===== config.mk =====
export PLATFORM = sky130hd
export DESIGN_NAME = microseq_stack
export DESIGN_NICKNAME = d
export VERILOG_FILES = /design/src/rtl/microseq_stack.sv
export SDC_FILE = /design/constraint.sdc
export NUM_CORES = 1
export LEC_CHECK = 0
export ABC_AREA = 1
export CAP_MARGIN = 20
export CORE_MARGIN = 4
export CORE_UTILIZATION = 54
export DETAILED_ROUTE_END_ITERATION = 10
export PLACE_DENSITY = 0.77
export SLEW_MARGIN = 15
export SYNTH_ARGS = -nofsm -noshare
export SYNTH_HDL_FRONTEND = slang
export SYNTH_SLANG_ARGS = --single-unit

===== constraint.sdc =====
create_clock -name clock -period 3.6 [get_ports clock]
set_clock_uncertainty 0.05 [all_clocks]
set_input_delay 0.72 -clock clock [delete_from_list [all_inputs] [get_ports clock]]
set_output_delay 0.72 -clock clock [all_outputs]
set_load 0.05 [all_outputs]

===== src/rtl/microseq_stack.sv =====
// Microprogram sequencer slice: next-address select with OR mask and zero-force,
// PC incrementer, address register and a count-based return-address LIFO.
module microseq_stack #(
  parameter int WIDTH = 12,
  parameter int DEPTH = 4,
  parameter int CW    = $clog2(DEPTH + 1)
) (
  input  logic             clock,
  input  logic             reset_n,
  input  logic             hold,
  input  logic [WIDTH-1:0] din,
  input  logic [WIDTH-1:0] rin,
  input  logic [WIDTH-1:0] orin,
  input  logic [1:0]       sel,
  input  logic             zero_n,
  input  logic             cin,
  input  logic             re_n,
  input  logic             fe_n,
  input  logic             pup,
  output logic [WIDTH-1:0] yout,
  output logic             cout,
  output logic             stack_full,
  output logic             stack_empty,
  output logic             stack_ovf,
  output logic             stack_unf,
  output logic [CW-1:0]    depth_count
);

  logic [WIDTH-1:0] pc_r;
  logic [WIDTH-1:0] ar_r;
  logic [WIDTH-1:0] stack_r [DEPTH];
  logic [CW-1:0]    count_r;
  logic             ovf_r;
  logic             unf_r;

  logic [WIDTH-1:0] top_s;
  logic [WIDTH-1:0] mux_s;
  logic [WIDTH-1:0] yout_s;
  logic [WIDTH-1:0] pc_next_s;
  logic             full_s;
  logic             empty_s;
  logic             push_s;
  logic             pop_s;

  assign full_s    = (count_r == CW'(DEPTH));
  assign empty_s   = (count_r == {CW{1'b0}});
  assign push_s    = ~fe_n & pup;
  assign pop_s     = ~fe_n & ~pup;
  assign pc_next_s = yout_s + {{(WIDTH-1){1'b0}}, cin};

  // Top of stack is the entry just below the count; reads as zero when empty.
  always_comb begin
    top_s = {WIDTH{1'b0}};
    for (int i = 0; i < DEPTH; i++) begin
      top_s = (count_r == CW'(i + 1)) ? stack_r[i] : top_s;
    end
  end

  // Next-address source select, then OR mask and zero-force.
  always_comb begin
    mux_s = {WIDTH{1'b0}};
    case (sel)
      2'd0:    mux_s = pc_r;
      2'd1:    mux_s = ar_r;
      2'd2:    mux_s = top_s;
      2'd3:    mux_s = din;
      default: mux_s = din;
    endcase
    if (zero_n) begin
      yout_s = mux_s | orin;
    end else begin
      yout_s = {WIDTH{1'b0}};
    end
  end

  // State update: reset dominates hold; pushes store the current PC as return address.
  always_ff @(posedge clock) begin
    if (!reset_n) begin
      pc_r    <= {WIDTH{1'b0}};
      ar_r    <= {WIDTH{1'b0}};
      count_r <= {CW{1'b0}};
      ovf_r   <= 1'b0;
      unf_r   <= 1'b0;
      for (int i = 0; i < DEPTH; i++) begin
        stack_r[i] <= {WIDTH{1'b0}};
      end
    end else if (!hold) begin
      pc_r <= pc_next_s;
      if (!re_n) begin
        ar_r <= rin;
      end
      if (push_s) begin
        if (full_s) begin
          ovf_r <= 1'b1;
        end else begin
          for (int i = 0; i < DEPTH; i++) begin
            if (count_r == CW'(i)) begin
              stack_r[i] <= pc_r;
            end
          end
          count_r <= count_r + CW'(1);
        end
      end else if (pop_s) begin
        if (empty_s) begin
          unf_r <= 1'b1;
        end else begin
          count_r <= count_r - CW'(1);
        end
      end
    end
  end

  assign yout        = yout_s;
  assign cout        = cin & (&yout_s);
  assign stack_full  = full_s;
  assign stack_empty = empty_s;
  assign stack_ovf   = ovf_r;
  assign stack_unf   = unf_r;
  assign depth_count = count_r;

endmodule


==> results.toml <==
[synth]
syn-num-nets = 572
synth-edff-count = 48
synth_common_cells = "107 x nor2_1, 102 x nand2_1, 62 x inv_1, 48 x edfxtp_1, 41 x a21oi_1"
synthFlopType = "edfxtp_1"
synthArstFlopShare_pct = 0
syn_area_per_cell_sq_um = 7.86
ys_warn_count = 0
syn_inst = 518
yosysSeqAreaShare_pct = 49.7
synth_top_area_share_pct = 35.4
yosysUniqueCellTypes = 32
synth_area_sq_mm = 0.00407
synth_area_leaders = "edfxtp_1 35%, dfxtp_1 14%, nor2_1 9.9%"
yosysMostFrequentCell = "nor2_1"
yosys.area.top_type = "edfxtp_1"
synth_seq_cells = 77

[timing]
fmax_mhz = 294
timing.hold.ws_ns = 0.426
final.period_utilization_pct = 94.4
final_max_slew_viol_count = 0
slew_headroom_pct = 57.9
final_hold_viol_count = 0
fin_tns_setup_ns = 0
grt_setup_unrepaired = "no"
tightest_slew_ns = 0.630
period_needed_ns = 3.40
setup_viol = 0

[clock_tree]
path_clk_slew_ns = 0.08
htreeDepth = 3
cts.sinks = 77
cts_buffers = 9
postCtsSetupRepairBufs = 0
clk_path_buf_depth = 2
clk_latency_ns = 0.35
root_buffer = "clkbuf_8"
cts_tree = "yes"

[worst_setup_path]
r2r_end = "pc_r[6]"
crit_buf_inv = 5
crit_chain = "dlygate4sd2_1, inv_1, nor2_1, buf_4, o21a_1, o21ai_0, a31o_2, nand4_1, nand2_1, inv_1, nand3_1, nor3_4, buf_12"
slowest_delay_ns = 0.29
slowest_stage = "dlygate4sd2_1"
path_max_fanout = 11
rr_worst_depth = 17
path_class = "in -> out"
start_kind = "input pin"
worstSetupEndpointType = "primary output"
r2r_start = "depth_count[1]"
cp.arrival_ns = 2.63
critPathRequiredTime_ns = 2.83
rrSetupSlack_ns = 0.59
crit_path_frequent_cell = "inv_1"
path_delay_family = "buffers and inverters"

[min_path]
hp-class = "reg -> reg"
worstHoldPathCells = 2
holdCritStartpoint = "ar_r[9]"
min_to = "ar_r[9]"

[floorplanning]
io_pins = 66
initial_core_util_pct = 55.8
die_area_sq_mm = 0.00899
coreArea_sq_mm = 0.00729
rows = 31
die_w_microns = 94.8
dieHeight_microns = 94.8

[place]
routabilityCongestion = 0.984
hpwl_microns = 7990
port_buffers = 65

[grt]
track_usage_pct = 25.7
first_global_vias = 3599
grt_pass1_wl_microns = 17400
grt_antenna_before_repair = 0
grt_max_degree = 21
overflow = 0

[drt]
drt_iter0_markers = 326
drcViolationCount = 0
routed_wl_microns = 10800
dr.pass1.iters = 5
post_drt_via_cell_ratio = 5.31
wire_per_inst_microns = 15.7
drtAntennaViolNets = 0
vias = 3652

[pwr]
power_density_mw_per_mm2 = 429
p_leak_nw = 2.27
vdd.ir_drop.worst_mv = 0.265

[final_layout]
final_nets = 638
drive_gt1_share_pct = 11.0
area_delta_synth_final_pct = 27.8
fin_util_pct = 71.3
antennaDiodeCount = 0
n_fill_cell = 602

[run_status]
status = "completed"

[run]
cap_violations = 0
==> final cells by class <==
cell class / instances / area, sq um / area share, %
clock buffer: 9 / 124 / 2.38
inverter: 65 / 248 / 4.76
sequential: 77 / 2020 / 38.9
tap: 99 / 124 / 2.38
clock inverter: 7 / 121 / 2.33
multi-input combinational: 355 / 1710 / 32.9
timing repair buffer: 76 / 848 / 16.3
==> registers in the layout, indices dropped and copies added, names as in the netlist <==
signal / count
stack_r: 48
depth_count: 3
stack_unf: 1
stack_ovf: 1
ar_r: 12
pc_r: 12
==> worst reg2reg max path, cell delays in order (launching register included) <==
cell	delay, ns
dfxtp_1	0.36
inv_1	0.12
ha_1	0.24
nand2_4	0.17
nand2_4	0.22
o21ai_0	0.10
a31o_2	0.23
nand4_1	0.09
nand2_1	0.07
inv_1	0.11
ha_1	0.20
ha_1	0.19
nand4_1	0.22
nor2_4	0.20
xor2_1	0.16
nand2_1	0.08
nand2_1	0.07
inv_1	0.04
==> cells by family after synthesis <==
kind of cell	count (synthesis)	share of synthesized area, %
AOI/OAI and AO/OA	86	11.0
xor gates and xnor gates	6	1.29
adders and majority gates	8	2.46
buffers and inverters	86	8.73
DFF	77	49.7
and+or+nand+nor	255	26.8
==> timing repair <==
item | CTS | global route
endpoints found under the setup margin | 1 | 2
gates resized for setup | 3 | 3
cloned | 0 | 0
hold buffers | 0 | 0
pin swaps | 1 | 0
hold endpoints to repair | 0 | 0
==> power breakdown <==
group	internal (mW)	switching [mW]
sequential	0.979	0.0195
combinational	0.160	0.262
clock	0.466	0.345
total	1.60	0.627
==> worst max-delay path by stage <==
stage	startpoint	end	slack, ns	cells after the start
final	sel[1]	cout	0.20	13
after global routing	depth_count[1]	cout	0.01	12
after CTS	depth_count[1]	cout	0.1	13
after detailed placement	sel[0]	cout	-0.01	12
after global placement	sel[0]	cout	0.02	12
after floorplan	depth_count[1]	cout	0.007	12
==> metal layers <==
layer	track usage, %	up-vias	share of wire [%]
met2	41.6	164	48
met5	0	-	0
met3	5.74	14	8.6
li1	-	1799	-
met1	34.2	1675	42
met4	8.05	0	1.5
==> per-stage QoR <==
step / setup WS (ns) / cell area [sq um] / cells / power (mW)
after floorplan: 0.00660 / 4080 / 518 / 1.26
after global placement: 0.0154 / 4940 / 672 / 1.42
after detailed placement: -0.0121 / 4940 / 672 / 1.44
after CTS: 0.0996 / 5190 / 688 / 2.23
after global routing: 0.0130 / 5200 / 688 / 2.31
final: 0.203 / 5200 / 688 / 2.23
==> layout by cell type, fill, tap and decap left out, drive strengths merged, types with 20 or more instances in the layout <==
cell type and count:
edfxtp 48, dfxtp 29, nand2 110, nand3 20, buf 24, a21oi 41
o21ai 37, clkdlybuf4s50 50, nor2 114, inv 65
Power figures use the tool's default switching activity.
